==> config.mk <==
export PLATFORM = sky130hd
export DESIGN_NAME = rr_arbiter_4
export DESIGN_NICKNAME = d
export VERILOG_FILES = /design/src/rtl/rr_arbiter_4.sv
export SDC_FILE = /design/constraint.sdc
export NUM_CORES = 1
export LEC_CHECK = 0
export ABC_CLOCK_PERIOD_IN_PS = 2600
export BUFFER_PORTS_ARGS = -buffer_cell sky130_fd_sc_hd__buf_2
export CAP_MARGIN = 20
export CORE_ASPECT_RATIO = 1.4
export CORE_MARGIN = 2
export CORE_UTILIZATION = 35
export CTS_BUF_LIST = sky130_fd_sc_hd__clkbuf_2 sky130_fd_sc_hd__clkbuf_4 sky130_fd_sc_hd__clkbuf_8
export DETAILED_ROUTE_END_ITERATION = 10
export PLACE_DENSITY = 0.53
export SLEW_MARGIN = 30
export SYNTH_ARGS = -nofsm -noshare
export SYNTH_HDL_FRONTEND = slang
export SYNTH_SLANG_ARGS = --single-unit
export TNS_END_PERCENT = 30
==> constraint.sdc <==
create_clock -name clk -period 2.6 [get_ports clk]
set_clock_uncertainty 0.1 [all_clocks]
set_input_delay 0.52 -clock clk [delete_from_list [all_inputs] [get_ports clk]]
set_output_delay 0.52 -clock clk [all_outputs]
set_load 0.03 [all_outputs]
==> src/rtl/rr_arbiter_4.sv <==
// rr_arbiter_4: 4-way round-robin arbiter with hold limit; ports clk, rst_n (async low), req[3:0], done in; gnt_idx[1:0], gnt_vld, timeout out
module rr_arbiter_4 #(
  parameter int MAX_HOLD = 16
) (
  input  logic       clk,
  input  logic       rst_n,
  input  logic [3:0] req,
  input  logic       done,
  output logic [1:0] gnt_idx,
  output logic       gnt_vld,
  output logic       timeout
);
  typedef enum logic {IDLE, GRANT} state_t;
  state_t     state, state_nx;
  logic [1:0] ptr, ptr_nx, pick, idx_nx;
  logic [7:0] hold_cnt, cnt_nx;
  logic       hit, lim, rel, to_nx;
  always_comb begin
    pick = ptr;
    for (int k = 3; k >= 0; k--)
      if (req[ptr + 2'(k)]) pick = ptr + 2'(k);
    hit = req[gnt_idx];
    lim = hold_cnt == 8'(MAX_HOLD - 1);
    rel = done | ~hit | lim;
    state_nx = state == IDLE ? (|req ? GRANT : IDLE) : (rel ? IDLE : GRANT);
    idx_nx = state == IDLE && |req ? pick : gnt_idx;
    ptr_nx = state == GRANT && rel ? gnt_idx + 2'd1 : ptr;
    cnt_nx = state == IDLE || rel ? 8'd0 : hold_cnt + 8'd1;
    to_nx = state == GRANT && lim && !done && hit;
  end
  always_ff @(posedge clk or negedge rst_n)
    if (!rst_n) begin
      state    <= IDLE;
      ptr      <= 2'd0;
      hold_cnt <= 8'd0;
      gnt_idx  <= 2'd0;
      timeout  <= 1'b0;
    end else begin
      state    <= state_nx;
      ptr      <= ptr_nx;
      hold_cnt <= cnt_nx;
      gnt_idx  <= idx_nx;
      timeout  <= to_nx;
    end
  assign gnt_vld = state == GRANT;
endmodule

# Yosys cells after proc, flatten, opt, wreduce, memory -nomap -nowiden
# Index checks and enable logic that the tools add are counted.
# totals
in_bits,7
elab_cells,46
ff_bits,14
# op_classes
reduce_logical,8
addsub,5
mux,18
order_cmp,5
n_eq_ne,1
n_bitwise,4
# ops
cell,count
$lt 2x3->1 const B,5
$bmux 1 s2,5
$add 8x1->8 const B,1
$eq 8x4->1 const B,1
$mux 1,8
$mux 2,4
$mux 8,1
$logic_and 1x1->1,5
$add 2x1->2 const B,2
$add 2x2->2 const B,2
$reduce_or 4->1,1
$not 1->1,2
$or 1x1->1,2
$logic_not 1->1,1
$logic_or 1x1->1,1

# Longest topological paths before layout
# Gate-level depths: netlist of run 1.
# logic_depth
depth_word,7
mapped_depth,5

# Worst setup path before layout of run 1
# No wires, ideal clock.
# synth_path
path_type,reg2reg
start,register gnt_idx[1]
end,register ptr[1]
synth_period_minus_slack_ps,1649
slack_ps,951
setup_time_ps,125
path_stages_with_launch,5
arrival_time_ps,1424
cell_sequence,dfrtp_1 > mux2i_1 > o22ai_2 > a21boi_2 > mux2_4
# synth_between
elab_chain_len,6
word_cells_on_any_way,7
# synth_lines
element,line_no,source
"start, declared",9,"output logic [1:0] gnt_idx,"
"start signal, assigned",42,gnt_idx <= idx_nx;
$bmux 1 s2,22,hit = req[gnt_idx];
$mux 1 (not written as such),22,
$not 1->1,24,rel = done | ~hit | lim;
$or 1x1->1 (2 in a row),24,
$logic_and 1x1->1,27,ptr_nx = state == GRANT && rel ? gnt_idx + 2'd1 : ptr;
"end signal, assigned",40,ptr <= ptr_nx;
"end, declared",15,"logic [1:0] ptr, ptr_nx, pick, idx_nx;"
# Several ways; a longest one is shown, not always the timed one. The select of a mux whose other input is x is not followed.
# A chain may end at the register's enable or synchronous reset.

# Worst setup path in the final report of run 1
# layout_path
start,"register state, in the netlist gnt_vld"
end,output gnt_vld
# layout_rtl
element,line_no,source
"start, declared",14,"state_t state, state_nx;"
"start signal, assigned",39,state <= state_nx;
"end, declared",10,"output logic gnt_vld,"
# No word-level cell between the ends.

==> metrics.md, run 1 <==
| Metric | Value |
|---|---|
| Status | finished, final reports clean |
| Clk root buf | clkbuf_4 |
| Yosys reg bits | 14 |
| Std cell rows | 19 |
| Pwr per Cell Area | 913 nW/um^2 |
| DR iter-0 viols | 9 |
| Worst-path clk slew | 0.08 ns |
| Pin count of the biggest net entering global routing | 15 |
| Worst r2r src | hold_cnt[0] |
| DRT Pass-1 Iters | 4 |
| Critical-path top delay cell | dfrtp_1 |
| Vias per cell | 5.27 |
| Final total power | 0.740 mW |
| First-pass GRT wire length | 2420 um |
| Routing usage on met2 | 22.8% |
| Initial antenna violation count | 0 |
| Top cell type's share of synthesized area | 50.2% |
| Max clock buf depth | 2 |
| Syn_nets | 77 |
| Post-CTS resize count | 0 |
| Max cap viols | 0 |
| Effective utilization at floorplan | 36.3% |
| Die Height | 56.8 um |
| Worst Setup Start Kind | register |
| Filler cell count | 202 |
| Syn-to-layout area delta | 16.1% |
| Max Freq | 601 MHz |
| Hold Path Class | in -> async |
| Maximum vdd drop | 0.000463 V |
| GP Congestion | 0.725 |
| Critical path buffers and inverters | 1 |
| Slew HR | 56.9% |
| Overflow after GRT | 0 |
| Clock sink count | 14 |
| Synth top area cells | dfrtp_1 50%, nor2_1 6.5%, xnor2_1 5.0% |
| Ports | 11 |
| Setup TNS | 0 ns |
| CP Capture Type | output pin |
| Fin. Hold Viols | 0 |
| Ys Warns | 0 |
| Crit Path Class | reg -> out |
| Crit path required time | 1.98 ns |
| Routed len/inst | 12.5 um |
| Vias | 548 |
| Cts bufs inserted | 3 |
| Sequential area share after synthesis | 50.2% |
| CTS tree | built |
| ANT nets after route | 0 |
| Critical path launch point | gnt_vld |
| Routed wire length | 1300 um |
| Vias in the first global route | 557 |
| Arr. time, crit path | 1.05 ns |
| Die area | 2370 um^2 |
| Final setup fails | 0 |
| Cells after Synth | 69 |
| CTS Hold Bufs | 0 |
| Final worst-path cycle share | 64.0% |
| Synth Area per Inst | 10.1 um^2 |
| Crit-path cells | buf_2 |
| Share of cells above drive strength 1 | 20.5% |
| Cell Area, Synth | 698 um^2 |
| Max FO, Critical Path | 9 |
| CP max stage delay | 0.51 ns |
| CP delay by family, top | flip-flops |
| Met3 usage | 2.89% |
| Core Region | 1930 um^2 |
| Nets@finish | 92 |
| # H-tree levels | 1 |
| Leakage power | 0.365 nW |
| Count of different cell masters after synthesis | 24 |
| Fin crit period | 1.67 ns |
| Max Slew Vio Count | 0 |
| Grt met1 use | 16.0% |
| Actual slew at the worst max-slew pin | 0.640 ns |
| Die X | 41.7 um |
| PortBufs | 10 |
| DP HPWL | 999 um |
| Area leader, netlist | dfrtp_1 |
| GR peak layer | met2 |
| Total inserted antenna cells | 0 |
| Unrepaired setup endpoints after global routing | no |
| DRC viols | 0 |
| Tot GR Track Use | 13.6% |
| Setup Buffers After CTS | 0 |
| Clk Latency, worst-skew pair | 0.27 ns |
[layout make-up]
| cell class | instances | area (um^2) | share of cell area (%) |
|---|---|---|---|
| inverters | 3 | 11.3 | 1.39 |
| clock buffers | 4 | 36.3 | 4.48 |
| well taps | 21 | 26.3 | 3.24 |
| multi-input cells | 52 | 337 | 41.5 |
| flip-flops and latches | 14 | 350 | 43.2 |
| repair buffers | 10 | 50.0 | 6.17 |
[metal layers]
layer | part of all wire (%) | wire [um] | vias to the layer above
met1 | 44 | 577 | 265
li1 | - | - | 269
met3 | 3.1 | 40 | 2
met2 | 51 | 664 | 12
met5 | 0 | 0 | -
met4 | 1.6 | 21 | 0
[state kept, by name (all words and copies together), names as in the netlist]
signal	flops
gnt_vld	1
timeout	1
gnt_idx	2
hold_cnt	8
ptr	2
[path summary, 6_finish.rpt]
check,endpoint,slack (ns),cells after the start
worst max-delay path,gnt_vld,0.93,1
worst min-delay path,hold_cnt[0],0.02,1
worst min register to register,hold_cnt[0],0.37,1
min in group clk,hold_cnt[0],0.37,1
max in group asynchronous,hold_cnt[5],2.14,1
worst max register to register,ptr[1],0.96,5
[cell usage after synthesis]
cell	n
dfrtp_1	14
nor2_1	12
nand2_1	4
nand2b_1	4
xnor2_1	4
inv_1	3
mux2i_1	3
nand3_1	3
o21ai_0	3
xor2_1	3
nor4_1	2
o31ai_1	2
a211oi_1	1
a21boi_2	1
a21oi_1	1
a221oi_1	1
a31oi_1	1
and3_1	1
ha_1	1
mux2_4	1
nor3_1	1
o22ai_1	1
o22ai_2	1
or2_1	1
[where the power goes]
group          total, mW  internal (mW)  switching [mW]
logic              0.254          0.115           0.139
clock network      0.155         0.0850          0.0703
registers          0.331          0.263          0.0676
total              0.740          0.463           0.277
[per-stage QoR]
step	utilization (%)	instance area [um^2]	hold slack (ns)	setup WS [ns]	std cells
floorplan	-	698	0.124	0.951	69
global placement	40.2	774	0.332	0.915	100
detailed placement	40.2	774	0.339	0.909	100
CTS	42.1	811	0.0342	0.933	104
global route	42.1	811	0.0395	0.822	104
finish	42.1	811	0.0245	0.935	104
[layout by cell type, fill, tap and decap left out]
cell type  instances
o31ai_1            2
nand2b_1           4
inv_1              3
a211oi_1           1
clkbuf_4           3
a21boi_2           1
o21ai_0            3
o22ai_1            1
and3_1             1
o22ai_2            1
or2_1              1
a21oi_1            1
mux2_4             1
clkbuf_8           1
nor4_1             2
nor2_1            12
nand3_1            3
nor3_1             1
xnor2_1            4
mux2i_1            3
dfrtp_1           14
ha_1               1
xor2_1             3
buf_2             10
a221oi_1           1
a31oi_1            1
nand2_1            4
[logic make-up (layout without fill, tap and decap cells)]
family	after synthesis	after routing	share of synthesized area, %
compound gates	12	12	12.5
xor+xnor	7	7	8.78
fa+ha+maj	1	1	1.79
buf+inv	3	17	1.61
flops	14	14	50.2
mux	4	4	6.45
simple gates	28	28	18.6
No activity file was read; power rests on OpenSTA's default activity.
==> run 2, diff against run 1 <==
--- a/config.mk
+++ b/config.mk
@@ -5,7 +5,7 @@
 export SDC_FILE = /design/constraint.sdc
 export NUM_CORES = 1
 export LEC_CHECK = 0
-export ABC_CLOCK_PERIOD_IN_PS = 2600
+export ABC_CLOCK_PERIOD_IN_PS = 1700
 export BUFFER_PORTS_ARGS = -buffer_cell sky130_fd_sc_hd__buf_2
 export CAP_MARGIN = 20
 export CORE_ASPECT_RATIO = 1.4
==> constraint.sdc (replaced) <==
create_clock -name clk -period 1.7 [get_ports clk]
set_clock_uncertainty 0.1 [all_clocks]
set_input_delay 0.34 -clock clk [delete_from_list [all_inputs] [get_ports clk]]
set_output_delay 0.34 -clock clk [all_outputs]
set_load 0.03 [all_outputs]
==> metrics.md, run 2 (synthesis results as in run 1) <==
| Metric | Value |
|---|---|
| CP Capture Type | register |
| Post-Place Cells | 103 |
| DP HPWL | 1050 um |
| Status | finished, final reports clean |
| Worst Setup Start Kind | register |
| Ports | 11 |
| Maximum vdd drop | 0.000737 V |
| # H-tree levels | 1 |
| CP delay by family, top | flip-flops |
| Hold Path Class | in -> reg |
| CTS tree | built |
| Overflow after GRT | 0 |
| Final Util | 44.4% |
| First-pass GRT wire length | 2500 um |
| Endpoint, Worst Hold | gnt_idx[0] |
| Std cell rows | 19 |
| Unrepaired setup endpoints after global routing | no |
| Max FO, Critical Path | 3 |
| Die Height | 56.8 um |
| Effective utilization at floorplan | 36.3% |
| Max cap viols | 0 |
| Nets@finish | 97 |
| Final non-filler cell total | 109 |
| Die area | 2370 um^2 |
| Most frequent cells in the layout | 14 x dfrtp_1, 12 x nor2_1, 10 x buf_2 |
| Total inserted antenna cells | 0 |
| Clk Latency, worst-skew pair | 0.28 ns |
| PortBufs | 10 |
| Leakage power | 0.388 nW |
| Vias | 565 |
| Initial antenna violation count | 0 |
| Crit Path Class | reg -> reg |
| Hold path depth | 3 |
| DR iter-0 viols | 8 |
| Setup TNS | 0 ns |
| Number of flip-flops in the largest register | 8 |
| Critical-path top delay cell | dfrtp_1 |
| Crit-path cells | ha_1 -> and3_4 -> nand2_1 -> a21boi_2 -> mux2_4 |
| Die X | 41.7 um |
| Pin count of the biggest net entering global routing | 15 |
| R2r setup slk | 0.10 ns |
| Max clock buf depth | 2 |
| Core Region | 1930 um^2 |
| Arr. time, crit path | 1.67 ns |
| Max Freq | 625 MHz |
| ANT nets after route | 0 |
| Vias per cell | 5.18 |
| Syn-to-layout area delta | 22.6% |
| Pwr per Cell Area | 1380 nW/um^2 |
| HP Start | req[1] |
| DRT Pass-1 Iters | 4 |
| Most common cell after layout, fill and taps aside | dfrtp_1 |
| Clock sink count | 14 |
| Worst r2r src | hold_cnt[0] |
| Routed wire length | 1430 um |
| Actual slew at the worst max-slew pin | 0.314 ns |
| Tot GR Track Use | 14.5% |
| Critical path buffers and inverters | 0 |
| Clk root buf | clkbuf_4 |
| Max Slew Vio Count | 0 |
| Biggest register | hold_cnt |
| Vias in the first global route | 563 |
| Share of cells above drive strength 1 | 25.0% |
| Fin crit period | 1.60 ns |
| Biggest regs | hold_cnt x8, gnt_idx x2, ptr x2 |
| Routed len/inst | 13.2 um |
| Worst hold margin | 0.302 ns |
| GP Congestion | 0.782 |
| Worst-path clk slew | 0.08 ns |
| Cts bufs inserted | 3 |
| Fin. Hold Viols | 0 |
| DRC viols | 0 |
| Crit path required time | 1.77 ns |
| CP max stage delay | 0.37 ns |
| Final worst-path cycle share | 94.0% |
| R2r worst-path depth | 5 |
| Slew HR | 79.1% |
| R2R Path End | ptr[1] |
| Final setup fails | 0 |
## run 2: cell types whose count changed in the layout (fill, tap and decap cells not counted)
cell           previous run  this run
and3_4                    0         1
buf_4                     0         4
and3_1                    1         0
dlygate4sd3_1             0         1
## run 2: routing by layer
metal  part of all wire [%]  track usage (%)  vias up
li1                       -                -      277
met1                     43             16.1      270
met2                     51             23.7       12
met3                    3.1             2.89        6
met4                    3.1             11.1        0
met5                      0                0        -
## run 2: final cells by class
type | instances | area (um^2)
fill | 198 | 1070
sequential | 14 | 350
multi-input combinational | 52 | 342
timing repair buffer | 15 | 90.1
clock buffer | 4 | 36.3
tap | 21 | 26.3
inverter | 3 | 11.3
## run 2: stage by stage
step | worst slack, ns | area, um^2 | power (mW)
detailed placement | 0.0869 | 797 | 0.930
global route | 0.000469 | 856 | 1.26
CTS | 0.0762 | 843 | 1.17
global placement | 0.120 | 797 | 0.923
finish | 0.101 | 856 | 1.18
floorplan | 0.0514 | 698 | 0.790
## run 2: timing repair
action / 4_1_cts / 5_1_grt
endpoints found under the hold margin: 14 / 0
setup buffers: 0 / 1
hold buffers: 1 / 0
setup endpoints to repair: 0 / 1
gates resized for setup: 0 / 1
## run 2: how the worst max path moves through the flow
| stage | from | endpoint | cells past startpoint |
|---|---|---|---|
| floorplan | gnt_idx[1] | ptr[1] | 4 |
| global placement | hold_cnt[0] | ptr[1] | 5 |
| detailed placement | hold_cnt[0] | ptr[1] | 5 |
| CTS | hold_cnt[0] | ptr[1] | 5 |
| global route | hold_cnt[0] | ptr[1] | 5 |
| finish | hold_cnt[0] | ptr[1] | 5 |
## run 2: power breakdown
| group | internal, mW | switching (mW) |
|---|---|---|
| registers | 0.403 | 0.102 |
| clock network | 0.130 | 0.108 |
| logic | 0.207 | 0.231 |
| total | 0.740 | 0.442 |
## run 2: worst reg2reg max path: stages (launching register included)
cell	delay [ns]
dfrtp_1	0.37
ha_1	0.19
and3_4	0.21
nand2_1	0.09
a21boi_2	0.21
mux2_4	0.31
